==> src/rtl/dla_pkg.sv <==
// Shared definitions for the DLA tile scheduler: FSM state encoding and
// the default watchdog limit.
package dla_pkg;

  typedef enum logic [1:0] {
    ST_IDLE     = 2'd0,
    ST_WAIT_BUF = 2'd1,
    ST_RUN      = 2'd2,
    ST_DONE     = 2'd3
  } sched_state_t;

  localparam int TIMEOUT_CYC_DEF = 65535;

endpackage

==> src/rtl/dla_tile_sched.sv <==
// Tile scheduler: ping-pongs the PE array between two IFM buffers, counts
// completed tiles, guards each tile with a watchdog and raises a level interrupt.
module dla_tile_sched
  import dla_pkg::*;
#(
  parameter int CNT_W       = 16,
  parameter int TIMEOUT_CYC = TIMEOUT_CYC_DEF
) (
  input  logic             clk,
  input  logic             rst,
  input  logic             cfg_start,
  input  logic [CNT_W-1:0] cfg_num_tiles,
  input  logic             cfg_abort,
  input  logic [1:0]       buf_loaded,
  input  logic             pe_done,
  input  logic             inpt_clr,
  output logic             pe_start,
  output logic             pe_buf_sel,
  output logic             pe_abort,
  output logic [1:0]       buf_free,
  output logic [1:0]       buf_valid,
  output logic             busy,
  output logic [CNT_W-1:0] tile_cnt,
  output logic             sts_err,
  output logic             inpt
);

  localparam int              WD_W    = $clog2(TIMEOUT_CYC + 1);
  localparam logic [WD_W-1:0] WD_LAST = WD_W'(TIMEOUT_CYC - 1);

  sched_state_t     r_state, w_state_nxt;
  logic [CNT_W-1:0] r_num_tiles, w_num_tiles_nxt;
  logic [CNT_W-1:0] r_tile_cnt, w_tile_cnt_nxt;
  logic [WD_W-1:0]  r_wdog, w_wdog_nxt;
  logic             r_cur_buf, w_cur_buf_nxt;
  logic             r_pe_start, w_pe_start_nxt;
  logic             r_pe_buf_sel, w_pe_buf_sel_nxt;
  logic             r_pe_abort, w_pe_abort_nxt;
  logic [1:0]       r_buf_free, w_buf_free_nxt;
  logic [1:0]       r_buf_valid, w_buf_valid_nxt;
  logic             r_busy, w_busy_nxt;
  logic             r_sts_err, w_sts_err_nxt;
  logic             r_inpt, w_inpt_nxt;

  logic             w_start_ok;
  logic             w_start_zero;
  logic             w_abort;
  logic             w_buf_ready;
  logic             w_tile_done;
  logic             w_timeout;
  logic             w_inpt_set;
  logic [1:0]       w_buf_clr;
  logic [CNT_W-1:0] w_cnt_inc;

  assign w_start_ok   = (r_state == ST_IDLE) && cfg_start && (cfg_num_tiles != '0);
  assign w_start_zero = (r_state == ST_IDLE) && cfg_start && (cfg_num_tiles == '0);
  assign w_abort      = (r_state != ST_IDLE) && cfg_abort;
  assign w_buf_ready  = (r_state == ST_WAIT_BUF) && r_buf_valid[r_cur_buf] && !cfg_abort;
  // Abort outranks a tile completion arriving in the same cycle.
  assign w_tile_done  = (r_state == ST_RUN) && pe_done && !cfg_abort;
  assign w_timeout    = (r_state == ST_RUN) && !pe_done && !cfg_abort && (r_wdog == WD_LAST);
  // Compare on the incremented count so a full-scale job never wraps.
  assign w_cnt_inc    = r_tile_cnt + CNT_W'(1);

  always_ff @(posedge clk or negedge rst) begin
    if (!rst) begin
      r_state      <= ST_IDLE;
      r_num_tiles  <= '0;
      r_tile_cnt   <= '0;
      r_wdog       <= '0;
      r_cur_buf    <= 1'b0;
      r_pe_start   <= 1'b0;
      r_pe_buf_sel <= 1'b0;
      r_pe_abort   <= 1'b0;
      r_buf_free   <= '0;
      r_buf_valid  <= '0;
      r_busy       <= 1'b0;
      r_sts_err    <= 1'b0;
      r_inpt       <= 1'b0;
    end else begin
      r_state      <= w_state_nxt;
      r_num_tiles  <= w_num_tiles_nxt;
      r_tile_cnt   <= w_tile_cnt_nxt;
      r_wdog       <= w_wdog_nxt;
      r_cur_buf    <= w_cur_buf_nxt;
      r_pe_start   <= w_pe_start_nxt;
      r_pe_buf_sel <= w_pe_buf_sel_nxt;
      r_pe_abort   <= w_pe_abort_nxt;
      r_buf_free   <= w_buf_free_nxt;
      r_buf_valid  <= w_buf_valid_nxt;
      r_busy       <= w_busy_nxt;
      r_sts_err    <= w_sts_err_nxt;
      r_inpt       <= w_inpt_nxt;
    end
  end

  always_comb begin
    w_state_nxt = r_state;
    case (r_state)
      ST_IDLE: begin
        if (w_start_ok) w_state_nxt = ST_WAIT_BUF;
      end
      ST_WAIT_BUF: begin
        if (cfg_abort)        w_state_nxt = ST_IDLE;
        else if (w_buf_ready) w_state_nxt = ST_RUN;
      end
      ST_RUN: begin
        if (cfg_abort || w_timeout) w_state_nxt = ST_IDLE;
        else if (pe_done)           w_state_nxt = (w_cnt_inc == r_num_tiles) ? ST_DONE : ST_WAIT_BUF;
      end
      ST_DONE: w_state_nxt = ST_IDLE;
      default: w_state_nxt = ST_IDLE;
    endcase
  end

  always_comb begin
    w_num_tiles_nxt  = r_num_tiles;
    w_tile_cnt_nxt   = r_tile_cnt;
    w_cur_buf_nxt    = r_cur_buf;
    w_sts_err_nxt    = r_sts_err;
    w_pe_buf_sel_nxt = r_pe_buf_sel;
    w_buf_free_nxt   = '0;
    w_buf_clr        = '0;
    w_wdog_nxt       = (r_state == ST_RUN) ? r_wdog + WD_W'(1) : '0;
    w_pe_start_nxt   = w_buf_ready;
    w_pe_abort_nxt   = ((r_state == ST_RUN) && cfg_abort) || w_timeout;
    w_inpt_set       = w_start_zero || ((r_state == ST_DONE) && !cfg_abort) || w_timeout;

    if (w_start_ok) begin
      w_num_tiles_nxt = cfg_num_tiles;
      w_tile_cnt_nxt  = '0;
      w_sts_err_nxt   = 1'b0;
      w_cur_buf_nxt   = 1'b0;
    end
    if (w_buf_ready) w_pe_buf_sel_nxt = r_cur_buf;
    if (w_tile_done) begin
      w_buf_clr[r_cur_buf]      = 1'b1;
      w_buf_free_nxt[r_cur_buf] = 1'b1;
      w_tile_cnt_nxt            = w_cnt_inc;
      w_cur_buf_nxt             = ~r_cur_buf;
    end
    if (w_abort || w_timeout) w_buf_clr = 2'b11;
    if (w_timeout) w_sts_err_nxt = 1'b1;

    // A fresh load always beats a same-cycle clear; likewise for the interrupt.
    w_buf_valid_nxt = (r_buf_valid & ~w_buf_clr) | buf_loaded;
    w_inpt_nxt      = w_inpt_set | (r_inpt & ~inpt_clr);
    w_busy_nxt      = (w_state_nxt != ST_IDLE);
  end

  assign pe_start   = r_pe_start;
  assign pe_buf_sel = r_pe_buf_sel;
  assign pe_abort   = r_pe_abort;
  assign buf_free   = r_buf_free;
  assign buf_valid  = r_buf_valid;
  assign busy       = r_busy;
  assign tile_cnt   = r_tile_cnt;
  assign sts_err    = r_sts_err;
  assign inpt       = r_inpt;

endmodule

==> config.mk <==
export PLATFORM = sky130hd
export DESIGN_NAME = dla_tile_sched
export DESIGN_NICKNAME = d
export VERILOG_FILES = /design/src/rtl/dla_pkg.sv /design/src/rtl/dla_tile_sched.sv
export SDC_FILE = /design/constraint.sdc
export NUM_CORES = 1
export LEC_CHECK = 0
export ABC_AREA = 1
export CORE_MARGIN = 1.5
export CORE_UTILIZATION = 54
export CTS_BUF_LIST = sky130_fd_sc_hd__clkbuf_16
export CTS_CLUSTER_DIAMETER = 30
export DETAILED_ROUTE_END_ITERATION = 10
export GPL_ROUTABILITY_DRIVEN = 1
export PLACE_DENSITY = 0.77
export SLEW_MARGIN = 20
export SYNTH_ARGS = -nofsm -noshare
export SYNTH_HDL_FRONTEND = slang
export SYNTH_SLANG_ARGS = --single-unit
export TNS_END_PERCENT = 1
==> constraint.sdc <==
create_clock -name clk -period 1.8 [get_ports clk]
set_input_delay 0.36 -clock clk [delete_from_list [all_inputs] [get_ports clk]]
set_output_delay 0.36 -clock clk [all_outputs]
set_load 0.02 [all_outputs]
After elaboration in Yosys (flattened, before gate mapping)

Cells that the tools add are included.

Logic and storage cells: 76
Flip-flop bits (word level): 61

Add/subtract/negate cells: 2
Equality and inequality tests: 5
$lt $le $gt $ge: 2
Reductions and logical operators: 28
Bitwise gates (word level): 7
Muxes and demuxes: 19

Operators with widths:

| cell                    | number |
|---|---|
| $mux W16                | 3 |
| $add A16 B1 Y16 const B | 2 |
| $eq A16 B16 Y1          | 1 |
| $eq A16 B16 Y1 const B  | 1 |
| $logic_not A16 Y1       | 1 |
| $mux W2                 | 8 |
| $reduce_bool A16 Y1     | 1 |
| $logic_and A1 B1 Y1     | 14 |
| $pmux W2 S4             | 1 |
| $reduce_bool A2 Y1      | 4 |
| $mux W1                 | 6 |
| $logic_or A1 B1 Y1      | 5 |
| $eq A2 B2 Y1 const B    | 2 |
| $and A2 B2 Y2           | 1 |
| $eq A2 B1 Y1 const B    | 1 |
| $logic_not A1 Y1        | 2 |
| $logic_not A2 Y1        | 1 |
| $lt A1 B2 Y1 const B    | 1 |
| $not A1 Y1              | 2 |
| $not A2 Y2              | 1 |
| $or A2 B2 Y2            | 1 |
| $and A1 B1 Y1           | 1 |
| $demux W1 S1            | 1 |
| $ge A1 B1 Y1 const B    | 1 |
| $or A1 B1 Y1            | 1 |

Logic depth before layout (Yosys ltp)

Depth in word-level cells: 9
Depth in mapped cells: 15
Mapped depth without buffers: 15

Least setup slack after synthesis

Ideal clock, no wire load.

Path kind: reg-to-reg
From: register r_tile_cnt[0] (netlist: tile_cnt[0])
To: register r_busy (netlist: busy)
Path slack: 0.020 ns
Arrival time: 1.711 ns
Cell stages (with the launch flop): 16
Required time: 1.731 ns
Period minus slack after synthesis: 1.780 ns
Cells stage by stage: dfrtp_1 ha_1 nand3_2 nor2_4 nand2_2 nand2_1 nand2_1 nand2_1 nand2_1 nor2_1 nand2_1 nor2_1 nand2_1 nand2_1 nand2_1 nand3_1

Longest elaborated chain between the ends: 7

Ends and longest elaborated chain:

| element                | line                  | text |
|---|---|---|
| from (decl)            | dla_tile_sched.sv:33  | `logic [CNT_W-1:0] r_tile_cnt, w_tile_cnt_nxt;` |
| from (signal assigned) | dla_tile_sched.sv:83  | `r_tile_cnt <= w_tile_cnt_nxt;` |
| $add A16 B1 Y16        | dla_tile_sched.sv:63  | `assign w_cnt_inc = r_tile_cnt + CNT_W'(1);` |
| $eq A16 B16 Y1         | dla_tile_sched.sv:109 | `else if (pe_done) w_state_nxt = (w_cnt_inc == r_num_tiles) ? ST_DONE : ST_WAIT_BUF;` |
| $mux W2 (2 in a row)   | dla_tile_sched.sv:109 |  |
| $mux W2                | dla_tile_sched.sv:108 | `if (cfg_abort \|\| w_timeout) w_state_nxt = ST_IDLE;` |
| $pmux W2 S4            | dla_tile_sched.sv:99  | `case (r_state)` |
| $reduce_bool A2 Y1     | dla_tile_sched.sv:148 | `w_busy_nxt = (w_state_nxt != ST_IDLE);` |
| net w_busy_nxt         | dla_tile_sched.sv:41  | `logic r_busy, w_busy_nxt;` |
| to (signal assigned)   | dla_tile_sched.sv:91  | `r_busy <= w_busy_nxt;` |
| to (decl)              | dla_tile_sched.sv:41  |  |

The timed path passes the listed nets, and every way through them passes these cells.
A chain may end at the register's enable or synchronous reset.

Worst setup path after layout

From: register r_tile_cnt[1] (netlist: tile_cnt[1])
To: register r_busy (netlist: busy)

Same word-level chain as after synthesis.

==> out/qor.tcl <==
set qor(finalSetupViolCount) 2
set qor(synth-compound-area-share) 0.0955
set qor(timing.fmax_mhz) 535
set qor(worst-slew-pin-transition_ps) 469
set qor(rr_endpoint) {busy}
set qor(dr.pass1.iters) 4
set qor(r2r_cells) 15
set qor(routedWlPerCell_um) 14.8
set qor(min-delay-path-class) {in2reg}
set qor(final.min_clock_period_ps) 1870
set qor(crit_path_max_fanout) 4
set qor(tritoncts.num_buffers) 9
set qor(endpoint_kind) {register}
set qor(fill_cells) 421
set qor(worst-setup-path-type) {reg2reg}
set qor(number_of_instances_in_the_synthesized_netlist) 420
set qor(synthDominantAreaCellType) {sky130_fd_sc_hd__dfrtp_1}
set qor(mappedNetlistArea_sq_mm) 0.00325
set qor(synth_commonest_cells) {123 x sky130_fd_sc_hd__nand2_1, 61 x sky130_fd_sc_hd__dfrtp_1, 49 x sky130_fd_sc_hd__inv_1}
set qor(yosys.area_share.simple) 0.344
set qor(initial_standard_cell_utilization_of_the_core) 0.555
set qor(drt_total_wl_um) 8680
set qor(first_global_vias) 3122
set qor(leakage_nw) 2.08
set qor(outcome) {complete, but fails checks}
set qor(synth_most_common_cell) {sky130_fd_sc_hd__nand2_1}
set qor(dieHeight_um) 80.6
set qor(detailedPlace.worstSlack_ps) -414
set qor(global_route.overflow_total) 0
set qor(core_sq_mm) 0.00585
set qor(ff_to_ff_start) {tile_cnt[1]}
set qor(synth.yosys.seq_area_share) 0.470
set qor(grt_pass1_wl_um) 14100
set qor(power_per_cell_area_mw_per_mm2) 998
set qor(vias) 3162
set qor(grt_max_degree) 45
set qor(synthDistinctLibCells) 35
set qor(grt_util_all_layers) 0.294
set qor(portBuffers) 49
set qor(hpwl_um) 6110
set qor(post_synth_main_area_contributors) {sky130_fd_sc_hd__dfrtp_1 47%, sky130_fd_sc_hd__nand2_1 14%, sky130_fd_sc_hd__inv_1 5.7%}
set qor(worst_setup_hold_path_clk_slew_ps) 60
set qor(dieArea_sq_mm) 0.00649
set qor(grt_antenna_before_repair) 0
set qor(io_pins) 50
set qor(dr.first_iter.drc_count) 267
set qor(start_kind) {register}
set qor(cts_root_buffer) {sky130_fd_sc_hd__clkbuf_16}
set qor(timing_max_transition_violations_final) 0
set qor(remaining_drc_errors) 0
set qor(num-nets-final) 535
set qor(synth_top_family_by_area) {simple AND/OR/NAND/NOR gates}
set qor(period_share) 1.04
set qor(finalClockSkew_ps) 7.54
set qor(finalWorstSetupSlack_ps) -69.8
set qor(antenna_diodes) 0
set qor(synthFlopType) {sky130_fd_sc_hd__dfrtp_1}
set qor(drtAntennaViolNets) 0
set qor(die_w_um) 80.6
set qor(netlist.area_leader.share) 0.470
set qor(routed_via_density) 5.38
set qor(worst_setup_path_startpoint) {tile_cnt[1]}
set qor(flow.area_growth_from_synthesis_pct) 36.5
set qor(yosys.area_share.xor_xnor) 0.00539
set qor(layout-drive-gt1-share) 0.175
set qor(synth.yosys.warnings) 0
set qor(cts_num_sinks) 61
set qor(total_power_mw) 4.42
set qor(post_synth_mux_area_share) 0.00308
set qor(min_to) {r_num_tiles[13]}
set qor(routabilityCongestion) 0.866
set qor(cp.required_ps) 2060
set qor(violated_checks) {setup timing}
set qor(worst_ir_drop_vdd_uv) 1060
set qor(critical_path_arrival_ps) 2130
set qor(max_cap_viol_count) 0
set qor(htree_num_levels) 3
set qor(hold_path_startpoint) {cfg_num_tiles[13]}
set qor(hold_violations) 0
set qor(clk_latency_ps) 330
set qor(cts-root-to-sink-buffers) 2
set qor(fp-row-count) 28
set qor(holdPathStages) 3
set qor(r2r_slack_ps) -70
set qor(cts_tree) {built}
set qor(synth_adder_area_share) 0.0116
set qor(rsz_0062_raised_after_global_routing) {true}
set qor(max_slew_margin) 0.687
set qor(synth.avg_cell_area_sq_um) 7.73
set qor(synth_seq_cells) 61
set qor(synth_edf_count) 0
set qor(syn_nets) 447
set qor(postSynth.asyncResetShare) 1.00
where the power goes:
| part | switching (mW) | total, mW | internal (mW) | leakage [nW] |
|---|---|---|---|---|
| sequential | 0.147 | 1.76 | 1.61 | 0.810 |
| combinational | 0.688 | 1.16 | 0.474 | 1.14 |
| clock | 0.599 | 1.51 | 0.907 | 0.131 |
| total | 1.43 | 4.42 | 2.99 | 2.08 |
stage by stage:
stage                     TNS, ps  cells  utilization  cell area (sq um)  hold WS, ps
after floorplan                 0    420            -               3250         64.4
after global placement      -8410    569        0.692               4050          337
after detailed placement   -11740    569        0.692               4050          337
after CTS                   -81.6    588        0.747               4370          494
after global routing        -1140    588        0.758               4430          383
final                        -127    588        0.758               4430          367
layout by cell type, fill, tap and decap left out, types with 2 or more instances in the layout:
cell	n
sky130_fd_sc_hd__clkinv_2	3
sky130_fd_sc_hd__a21oi_1	10
sky130_fd_sc_hd__dlymetal6s2s_1	5
sky130_fd_sc_hd__clkinv_1	3
sky130_fd_sc_hd__nand2_1	121
sky130_fd_sc_hd__nor3b_2	2
sky130_fd_sc_hd__clkbuf_16	9
sky130_fd_sc_hd__o22ai_1	10
sky130_fd_sc_hd__clkdlybuf4s50_1	39
sky130_fd_sc_hd__o21ai_0	21
sky130_fd_sc_hd__inv_2	6
sky130_fd_sc_hd__nand4_1	8
sky130_fd_sc_hd__nor3b_1	2
sky130_fd_sc_hd__nor2_4	4
sky130_fd_sc_hd__nand3_1	30
sky130_fd_sc_hd__o21ai_1	11
sky130_fd_sc_hd__nand3b_1	4
sky130_fd_sc_hd__buf_4	28
sky130_fd_sc_hd__nor2_2	9
sky130_fd_sc_hd__nand3_2	2
sky130_fd_sc_hd__dfrtp_1	60
sky130_fd_sc_hd__nand2_2	10
sky130_fd_sc_hd__dlygate4sd2_1	4
sky130_fd_sc_hd__nor3_4	3
sky130_fd_sc_hd__nor3_1	7
sky130_fd_sc_hd__nor2_1	26
sky130_fd_sc_hd__inv_1	50
sky130_fd_sc_hd__buf_12	2
sky130_fd_sc_hd__o21bai_1	2
sky130_fd_sc_hd__nor4_2	2
what timing repair did:
| action | CTS | global route |
|---|---|---|
| setup endpoints to repair | 26 | 39 |
| pin swaps | 6 | 3 |
| resized for setup | 14 | 16 |
| hold buffers | 1 | 0 |
| buffers inserted | 2 | 0 |
| hold endpoints to repair | 2 | 0 |
state kept, by name, indices dropped and copies added (netlist names):
signal       count
busy             1
tile_cnt        16
r_cur_buf        1
buf_free         2
r_num_tiles     16
r_state          2
sts_err          1
inpt             1
pe_abort         1
buf_valid        2
r_wdog          16
pe_start         1
pe_buf_sel       1
how the worst max path moves through the flow:
stage / end / slack (ps) / depth (start not counted)
global route: busy / -210 / 16
finish: busy / -70 / 15
floorplan: busy / 20 / 15
global placement: tile_cnt[0] / -300 / 8
detailed placement: tile_cnt[0] / -410 / 8
CTS: busy / -50 / 13
worst max-delay path: stages (launching register included):
cell and delay [ps]:
sky130_fd_sc_hd__dfrtp_1 420, sky130_fd_sc_hd__buf_6 150, sky130_fd_sc_hd__nand2_1 110, sky130_fd_sc_hd__nor2_4 60, sky130_fd_sc_hd__buf_4 130, sky130_fd_sc_hd__nand3_1 90, sky130_fd_sc_hd__nand2_1 90, sky130_fd_sc_hd__nand2_1 90
sky130_fd_sc_hd__nand2_1 70, sky130_fd_sc_hd__nor2_1 120, sky130_fd_sc_hd__nand3_1 80, sky130_fd_sc_hd__nor2_1 100, sky130_fd_sc_hd__nand2_1 70, sky130_fd_sc_hd__nand2_1 70, sky130_fd_sc_hd__nand2_2 70, sky130_fd_sc_hd__nand3_1 80
per-layer routing:
layer / share of wire / global-route usage
met1: 0.41 / 0.359
met2: 0.51 / 0.498
met3: 0.048 / 0.0443
met4: 0.032 / 0.153
met5: 0 / 0
layout make-up:
cell class	instances	area [sq um]	area share
clock buffer	9	225	0.0508
clock inverter	7	33.8	0.00762
inverter	56	210	0.0474
multi-input combinational	299	1580	0.356
sequential	61	1530	0.345
tap	75	93.8	0.0212
timing repair buffer	81	764	0.172
cells by family after synthesis:
group / Yosys count
simple gates: 236
flops: 61
buf+inv: 60
compound gates: 57
fa+ha+maj: 3
xor+xnor: 2
mux: 1
Note: power is estimated with default switching activity, not from simulation.
